## src/rtl/tpu_pkg.sv

```systemverilog
// Shared widths and operand types for the systolic-array processing elements.
// Cells may override the widths through their own parameters.
package tpu_pkg;

   localparam int DATA_W = 8;
   localparam int ACC_W  = 32;

   typedef logic [DATA_W-1:0] data_t;
   typedef logic [ACC_W-1:0]  acc_t;

endpackage

```

## src/rtl/mac_weight_buf.sv

```systemverilog
// Double-buffered weight store: a shadow register fed by the weight chain and
// an active register that feeds the multiplier.
module mac_weight_buf
   import tpu_pkg::*;
#(
   parameter int W = tpu_pkg::DATA_W
) (
   input  logic         clk,
   input  logic         rst_n,
   input  logic         load,
   input  logic         swap,
   input  logic [W-1:0] d,
   output logic [W-1:0] shadow_q,
   output logic [W-1:0] active_q
);

   // When load and swap coincide, the incoming weight goes straight into
   // both registers, so a single cycle makes it usable.
   always_ff @(posedge clk or negedge rst_n) begin
      if (!rst_n) begin
         shadow_q <= '0;
         active_q <= '0;
      end else if (load && swap) begin
         shadow_q <= d;
         active_q <= d;
      end else if (load) begin
         shadow_q <= d;
      end else if (swap) begin
         active_q <= shadow_q;
      end
   end

endmodule

```

## src/rtl/mac.sv

```systemverilog
// Weight-stationary multiply-accumulate cell: one registered stage computing
// acc_out = acc_in + data_in * active_weight (signed), forwarding data_in.
module mac
   import tpu_pkg::*;
#(
   parameter int DATA_W = tpu_pkg::DATA_W,
   parameter int ACC_W  = tpu_pkg::ACC_W
) (
   input  logic              clk,
   input  logic              rst_n,
   input  logic              load_weight,
   input  logic              swap_weights,
   input  logic              run,
   input  logic [DATA_W-1:0] weight_in,
   output logic [DATA_W-1:0] weight_out,
   input  logic [DATA_W-1:0] data_in,
   output logic [DATA_W-1:0] data_out,
   input  logic [ACC_W-1:0]  acc_in,
   output logic [ACC_W-1:0]  acc_out
);

   logic [DATA_W-1:0]          active_w;
   logic signed [2*DATA_W-1:0] product;
   logic signed [ACC_W-1:0]    product_ext;

   mac_weight_buf #(
      .W (DATA_W)
   ) u_weight_buf (
      .clk      (clk),
      .rst_n    (rst_n),
      .load     (load_weight),
      .swap     (swap_weights),
      .d        (weight_in),
      .shadow_q (weight_out),
      .active_q (active_w)
   );

   // The multiplier sees the active weight from before the edge, so a swap
   // on the same cycle only affects the next run.
   assign product     = $signed(data_in) * $signed(active_w);
   assign product_ext = ACC_W'(product);

   always_ff @(posedge clk or negedge rst_n) begin
      if (!rst_n) begin
         acc_out  <= '0;
         data_out <= '0;
      end else if (run) begin
         acc_out  <= acc_in + product_ext;
         data_out <= data_in;
      end
   end

endmodule

```

## config.mk

```make
export PLATFORM = sky130hd
export DESIGN_NAME = mac
export DESIGN_NICKNAME = d
export VERILOG_FILES = /design/src/rtl/tpu_pkg.sv /design/src/rtl/mac_weight_buf.sv /design/src/rtl/mac.sv
export SDC_FILE = /design/constraint.sdc
export NUM_CORES = 1
export LEC_CHECK = 0
export CAP_MARGIN = 25
export CORE_UTILIZATION = 35
export CTS_BUF_LIST = sky130_fd_sc_hd__clkbuf_8
export CTS_CLUSTER_DIAMETER = 40
export DETAILED_ROUTE_END_ITERATION = 16
export PLACE_DENSITY = 0.6
export SLEW_MARGIN = 25
export SYNTH_ARGS = -nofsm -noshare
export SYNTH_HDL_FRONTEND = slang
export SYNTH_HIERARCHICAL = 1
export SYNTH_SLANG_ARGS = --single-unit
```

## constraint.sdc

```tcl
create_clock -name clk -period 8.95 [get_ports clk]
set_input_delay 2.685 -clock clk [delete_from_list [all_inputs] [get_ports clk]]
set_output_delay 2.685 -clock clk [all_outputs]
set_load 0.1 [all_outputs]
```

==> Word-level counts from Yosys, hierarchy flattened <==
Cells that the tools add are included.
Widths: inputs -> output; s select.
{ "word_totals": {"regBits": 56, "in_bits": 53, "out_inout_bits": 48, "elab_cells": 16} }
{ "op_classes": {"addsub": 1, "mul": 1, "n_eq_ne": 1, "muxes": 5, "n_reduce_logical": 4} }
{ "op_table": {"columns": ["operator", "count"], "rows": [
  ["$mux 8", 5],
  ["$add 32x32->32", 1],
  ["$mul 8x8->16", 1],
  ["$reduce_bool 2->1", 2],
  ["$ne 2x1->1 const B", 1],
  ["$reduce_and 2->1", 1],
  ["$logic_and 1x1->1", 1]
]} }

==> Longest topological paths before layout <==
Gate-level depths: netlist (run 1).
{ "depth": {"depth_word": 3, "mapped_depth": 27, "mapped_depth_nobuf": 27} }

==> Hierarchy <==
The synthesis (run 1) kept the hierarchy.
{ "modules_own_cells": {"columns": ["mod", "n_inst", "cells_each", "area_each_um2", "seq_area_each_um2"], "rows": [
  ["mac", 1, 593, 5560.3, 1001.0],
  ["mac_weight_buf", 1, 34, 656.9, 400.4]
]} }

==> Worst setup path before layout (run 1) <==
OpenSTA, ideal clock, no wires.
{ "synth_timing": {"path_type": "input port to flip-flop", "start": "input port data_in[0]", "end": "register acc_out[31]", "setup_time_ns": 0.125, "arrival_time_ns": 8.651, "required_ns": 8.825, "slack_ns": 0.174, "stages": 24, "n_path_buf": 0, "path_cell_list": "nand2b_1 -> fa_1 -> fa_1 -> inv_1 -> fa_1 -> inv_1 -> fa_1 -> inv_1 -> ha_1 -> o21ai_1 -> nor2_1 -> o41a_1 -> a41oi_1 -> a211o_1 -> xnor2_2 -> ha_1 -> a21o_1 -> a21o_1 -> a21o_1 -> nor4_1 -> a221oi_2 -> a221oi_2 -> xnor3_1 -> mux2_2"} }
{ "synth_between": {"elab_chain_len": 2} }
{ "synth_rtl": {"columns": ["element", "line", "text"], "rows": [
  ["start, declared", "mac.sv:16", "input logic [DATA_W-1:0] data_in,"],
  ["$mul 8x8->16", "mac.sv:40", "assign product = $signed(data_in) * $signed(active_w);"],
  ["$add 32x32->32", "mac.sv:48", "acc_out <= acc_in + product_ext;"],
  ["end signal, assigned", "mac.sv:48", null],
  ["end, declared", "mac.sv:19", "output logic [ACC_W-1:0] acc_out"]
]} }
No other way between the ends.
A chain may end at the register's enable or synchronous reset.

==> Worst setup path in the final report (run 1) <==
{ "layout_timing": {"start": "input port data_in[2]", "end": "register acc_out[31]"} }
Same word-level chain as after synthesis.

==> results of run 1 <==
[final timing paths]
kind                                to  slack [ps]  cells past startpoint
max                        acc_out[31]         310                     27
min                        acc_out[17]         500                      1
max reg2reg                acc_out[31]        2360                     27
min reg2reg                acc_out[17]         500                      1
max in group asynchronous   acc_out[1]        5900                      2
min in group asynchronous  acc_out[18]        2490                      2
[cell usage in the layout, fill, tap and decap left out, types with 27 or more instances in the layout]
cell type,count
and2_1,43
buf_4,101
clkdlybuf4s50_1,90
dfrtp_1,56
fa_1,56
ha_1,60
inv_1,100
mux2_2,28
nand2_1,27
xnor2_1,28
[per-stage QoR]
step	util, %	cells	TNS, ps	setup slack, ps
final	49.0	1054	0	306
after CTS	48.5	1052	0	20.2
after floorplan	-	627	0	174
after global placement	47.5	1044	-2020	-418
after global routing	49.0	1054	-13.6	-11.7
after detailed placement	47.5	1044	-2980	-578
[routing by layer]
metal	global-route usage [%]	up-vias	share of wire [%]
met1	22.9	2520	45
met2	29.7	68	50
met5	0	-	0
met4	5.37	0	2.1
li1	-	2526	-
met3	2.39	13	2.7
[area by class of cell]
type / instances / area (µm²)
Clock buffer: 7 / 96.3
Timing Repair Buffer: 204 / 1790
Multi-Input combinational cell: 460 / 4510
Fill cell: 1609 / 8810
Tap cell: 225 / 282
Inverter: 101 / 379
Sequential cell: 56 / 1400
Clock inverter: 1 / 30.0
[sequential cells by signal, indices dropped and copies added (netlist names)]
name,count
acc_out,32
u_weight_buf/active_q,8
data_out,8
u_weight_buf/shadow_q,8
[critical path, cell delays in order]
cell and delay [ps]:
clkdlybuf4s15_1 290, nand2_1 110, fa_1 530, fa_1 560, inv_1 60, fa_1 530, inv_1 50, fa_1 530
inv_1 60, ha_4 260, o21ai_2 50, nor2_2 120, o41a_1 180, a41oi_2 130, a211o_1 340, xnor2_4 170
buf_6 160, ha_1 200, a21o_1 180, a21o_1 180, a21o_1 200, nor4_2 320, a221oi_2 60, buf_4 160
a221oi_4 240, xnor3_1 230, mux2_2 270
[repair_timing]
item | in CTS | in global routing
endpoints found under the setup margin | 3 | 8
gates cloned | 0 | 0
setup buffers | 0 | 2
gates resized for setup | 11 | 27
pin swaps | 5 | 14
hold buffers | 0 | 0
endpoints found under the hold margin | 0 | 0
[kinds of logic (layout without fill, tap and decap cells)]
kind of cell / count (synthesis) / in the layout / synth area share (%)
compound gates: 115 / 115 / 13.1
xor+xnor: 35 / 35 / 5.27
fa+ha+maj: 118 / 118 / 30.5
buf+inv: 111 / 313 / 6.84
flops: 56 / 56 / 22.5
mux: 44 / 44 / 8.94
simple gates: 148 / 148 / 12.8
==> impl_metrics.yaml, run 1 <==
critical_path:
  worstPathArrival_ps: 8870
  crit_required_ps: 9180
  critPathKind: "in -> reg"
  crit_start: "data_in[2]"
  end_kind: "register"
  crit_fanout: 5
  cp-start-kind: "input pin"
  r2r_start: "u_weight_buf/active_q[4]"
synth:
  synth_edf_count: 0
  yosysMostFrequentCell: "inv_1"
  async_flop_share_pct: 100
  syn_nets: 798
  synth_top_area_share_pct: 22.5
  ys_seq_elements: 56
  synth_area_um2: 6220
  yosysWarnings: 6
  yosysUniqueCellTypes: 61
  syn_avg_cell_area_um2: 9.92
  synthTopCellsByArea: "dfrtp_1 23%, fa_1 18%, ha_1 12%"
  yosysTopAreaCell: "dfrtp_1"
  ys_seq_area_share_pct: 22.5
  synth_ff_type: "dfrtp_1"
  ys_top_cells_by_count: "100 x inv_1, 62 x ha_1, 56 x dfrtp_1, 56 x fa_1, 46 x and2_1"
  synth_cells: 627
detailed_routing:
  wl_mm: 15.2
  vias: 5127
  first_pass_iters: 4
  wl_per_cell_um: 14.5
  ant_nets: 0
  drtIter0Drc: 145
  drc: 0
  viasPerCell: 4.86
clock_network:
  htreeDepth: 2
  clockBufferDepth: 2
  numClockSinks: 56
  cts_buffers: 5
  path_clk_slew_ps: 110
  cts_root_buffer: "clkbuf_8"
  cts_tree: "done"
  insertion_delay_ps: 340
grt:
  grt_max_degree: 57
  grt_pass1_vias: 5336
  grt.overflow.total: 0
  antenna_found_initial: 0
  grt_first_pass_wirelength_mm: 25.6
  grt_usage_pct: 17.5
timing:
  finalSetupViolations: 0
  fin_skew_ps: 18.0
  slew_violations: 0
  worst_slew_pin_slew_ps: 1020
  fmax_mhz: 116
  min_period_ps: 8640
  slew_headroom_pct: 31.5
  fin_hold_ws_ps: 500
  fin_crit_sh_pct: 96.6
  finalHoldViolations: 0
placement:
  portBuffers: 100
  gp_congestion: 0.829
  placement.cell_area_um2: 8210
  hpwl_mm: 12.1
min_path:
  min_from: "acc_out[17]"
  min_path_type: "reg -> reg"
floorplanning:
  die_h_um: 135
  rows: 48
  die_area_um2: 18300
  coreArea_um2: 17300
  io_pins: 101
  initial_utilization_pct: 35.9
  die_x_um: 135
cells_and_area:
  design_area_um2: 8480
  diodes: 0
  drive_gt1_share_pct: 22.4
  synthToLayoutAreaGrowth_pct: 36.4
  fin_nets: 999
status:
  status: "finished, final reports clean"
flow_run:
  maxCapViolCount: 0
Power of run 1 is left out: the tool's default activity adds up to more than one toggle a clock period on the data nets, which glitch-free logic cannot reach.
==> run 2, diff against run 1 <==
- CORE_UTILIZATION: 35 -> 57
- PLACE_DENSITY: 0.6 -> 0.88
==> impl_metrics.yaml, run 2 (synthesized netlist as in run 1, its figures left out) <==
cells_and_area:
  instances_no_fill: 952
  drive_gt1_share_pct: 21.0
  synthToLayoutAreaGrowth_pct: 31.8
  mostFrequentLayoutCells: "100 x inv_1, 90 x clkdlybuf4s50_1, 89 x buf_4, 61 x ha_1"
  largest_register: "acc_out"
  largest_register_ffs: 32
  fin_nets: 986
  diodes: 0
  final_common_cell: "inv_1"
timing:
  finalSetupViolations: 0
  finalHoldViolations: 0
  fin_crit_sh_pct: 97.6
  slew_violations: 0
  fin_skew_ps: 7.99
  worst_slew_pin_slew_ps: 1020
  min_period_ps: 8730
  slew_headroom_pct: 31.6
  fmax_mhz: 114
critical_path:
  end_kind: "register"
  rrSetupSlack_ps: 2220
  critPathKind: "in -> reg"
  crit_start: "data_in[6]"
  crit_fanout: 6
  worstPathArrival_ps: 8950
  rr_worst_depth: 27
  crit_required_ps: 9170
  cp-start-kind: "input pin"
  worstSetupEndpoint: "acc_out[31]"
  r2r_start: "u_weight_buf/active_q[4]"
  r2r-end: "acc_out[31]"
detailed_routing:
  drc: 0
  drtIter0Drc: 203
  first_pass_iters: 5
  ant_nets: 0
  wl_per_cell_um: 16.8
  vias: 5351
  wl_mm: 16.0
  viasPerCell: 5.62
grt:
  grtUsageMet2_pct: 55.7
  grt.overflow.total: 0
  met1_usage_pct: 33.8
  busiest_layer: "met2"
  grt_usage_pct: 29.5
  grt.met3_usage_pct: 4.17
  grt_pass1_vias: 5871
  grt_max_degree: 57
  antenna_found_initial: 0
  grt_first_pass_wirelength_mm: 26.4
clock_network:
  path_clk_slew_ps: 120
  clockBufferDepth: 2
  cts_root_buffer: "clkbuf_8"
  insertion_delay_ps: 330
  hold_buffers: 0
  cts_tree: "done"
  numClockSinks: 56
  htreeDepth: 2
  cts_buffers: 5
placement:
  portBuffers: 100
  hpwl_mm: 12.5
  gp_congestion: 0.844
  placed_cells: 937
floorplanning:
  die_area_um2: 11300
  coreArea_um2: 10500
  initial_utilization_pct: 59.4
  io_pins: 101
  die_h_um: 106
  rows: 37
  die_x_um: 106
min_path:
  hold_depth: 1
  min_path_type: "reg -> reg"
status:
  status: "finished, final reports clean"
flow_run:
  maxCapViolCount: 0
## run 2: routing by layer
layer  wire [µm]  vias up
met2        8440      172
met4         454        0
met3         790       37
met5           0        -
li1            -     2492
met1        6310     2650
## run 2: layout make-up
| type | count | area (µm²) |
|---|---|---|
| inverters | 101 | 379 |
| fillers | 669 | 2270 |
| clock inverters | 2 | 17.5 |
| repair buffers | 191 | 1650 |
| well taps | 136 | 170 |
| clock buffers | 6 | 82.6 |
| multi-input cells | 460 | 4490 |
| flip-flops and latches | 56 | 1400 |
## run 2: how the worst min path moves through the flow
stage / to / from
2_1_floorplan: u_weight_buf/active_q[0] / u_weight_buf/active_q[0]
3_3_place_gp: acc_out[22] / acc_out[22]
3_5_place_dp: acc_out[22] / acc_out[22]
4_1_cts: acc_out[22] / acc_out[22]
5_1_grt: acc_out[22] / acc_out[22]
6_report: acc_out[22] / acc_out[22]
## run 2: per-stage QoR
step / hold WS, ps / instance area, µm² / setup slack [ps] / setup TNS [ps] / util (%)
after detailed placement: 480 / 7960 / -622 / -4630 / 76.1
after floorplan: 569 / 6220 / 174 / 0 / -
after global placement: 478 / 7960 / -369 / -2340 / 76.1
final: 505 / 8200 / 215 / 0 / 78.3
after CTS: 508 / 8140 / 50.3 / 0 / 77.8
after global routing: 533 / 8200 / -65.8 / -65.8 / 78.3
## run 2: what timing repair did
| item | in CTS | in global routing |
|---|---|---|
| buffers inserted | 4 | 3 |
| hold endpoints to repair | 0 | 0 |
| gates resized for setup | 19 | 22 |
| pin swaps | 9 | 12 |
| setup endpoints to repair | 8 | 8 |
## run 2: critical path: stages
cell           delay, ps
dlygate4sd2_1        300
and2_1               200
fa_1                 470
inv_1                 50
fa_1                 490
inv_1                 50
fa_1                 480
inv_1                 60
fa_1                 520
inv_1                 40
ha_1                 320
o21ai_2               90
nor2_2                60
o41a_1               340
a41oi_2              170
a211o_1              240
xnor2_4              120
buf_6                160
buf_4                130
ha_1                 190
a21o_1               190
a21o_1               170
a21o_1               240
nor4_4               280
a221oi_4              80
a221oi_2             270
xnor3_1              250
mux2_2               280
Power of run 2 is left out for the same reason.
==> run 3, diff against run 2 <==
- SLEW_MARGIN: 25 -> default
==> results of run 3 <==
The final DEF is identical to that of run 2; final timing and power are the same.
Power of run 3 is left out for the same reason.
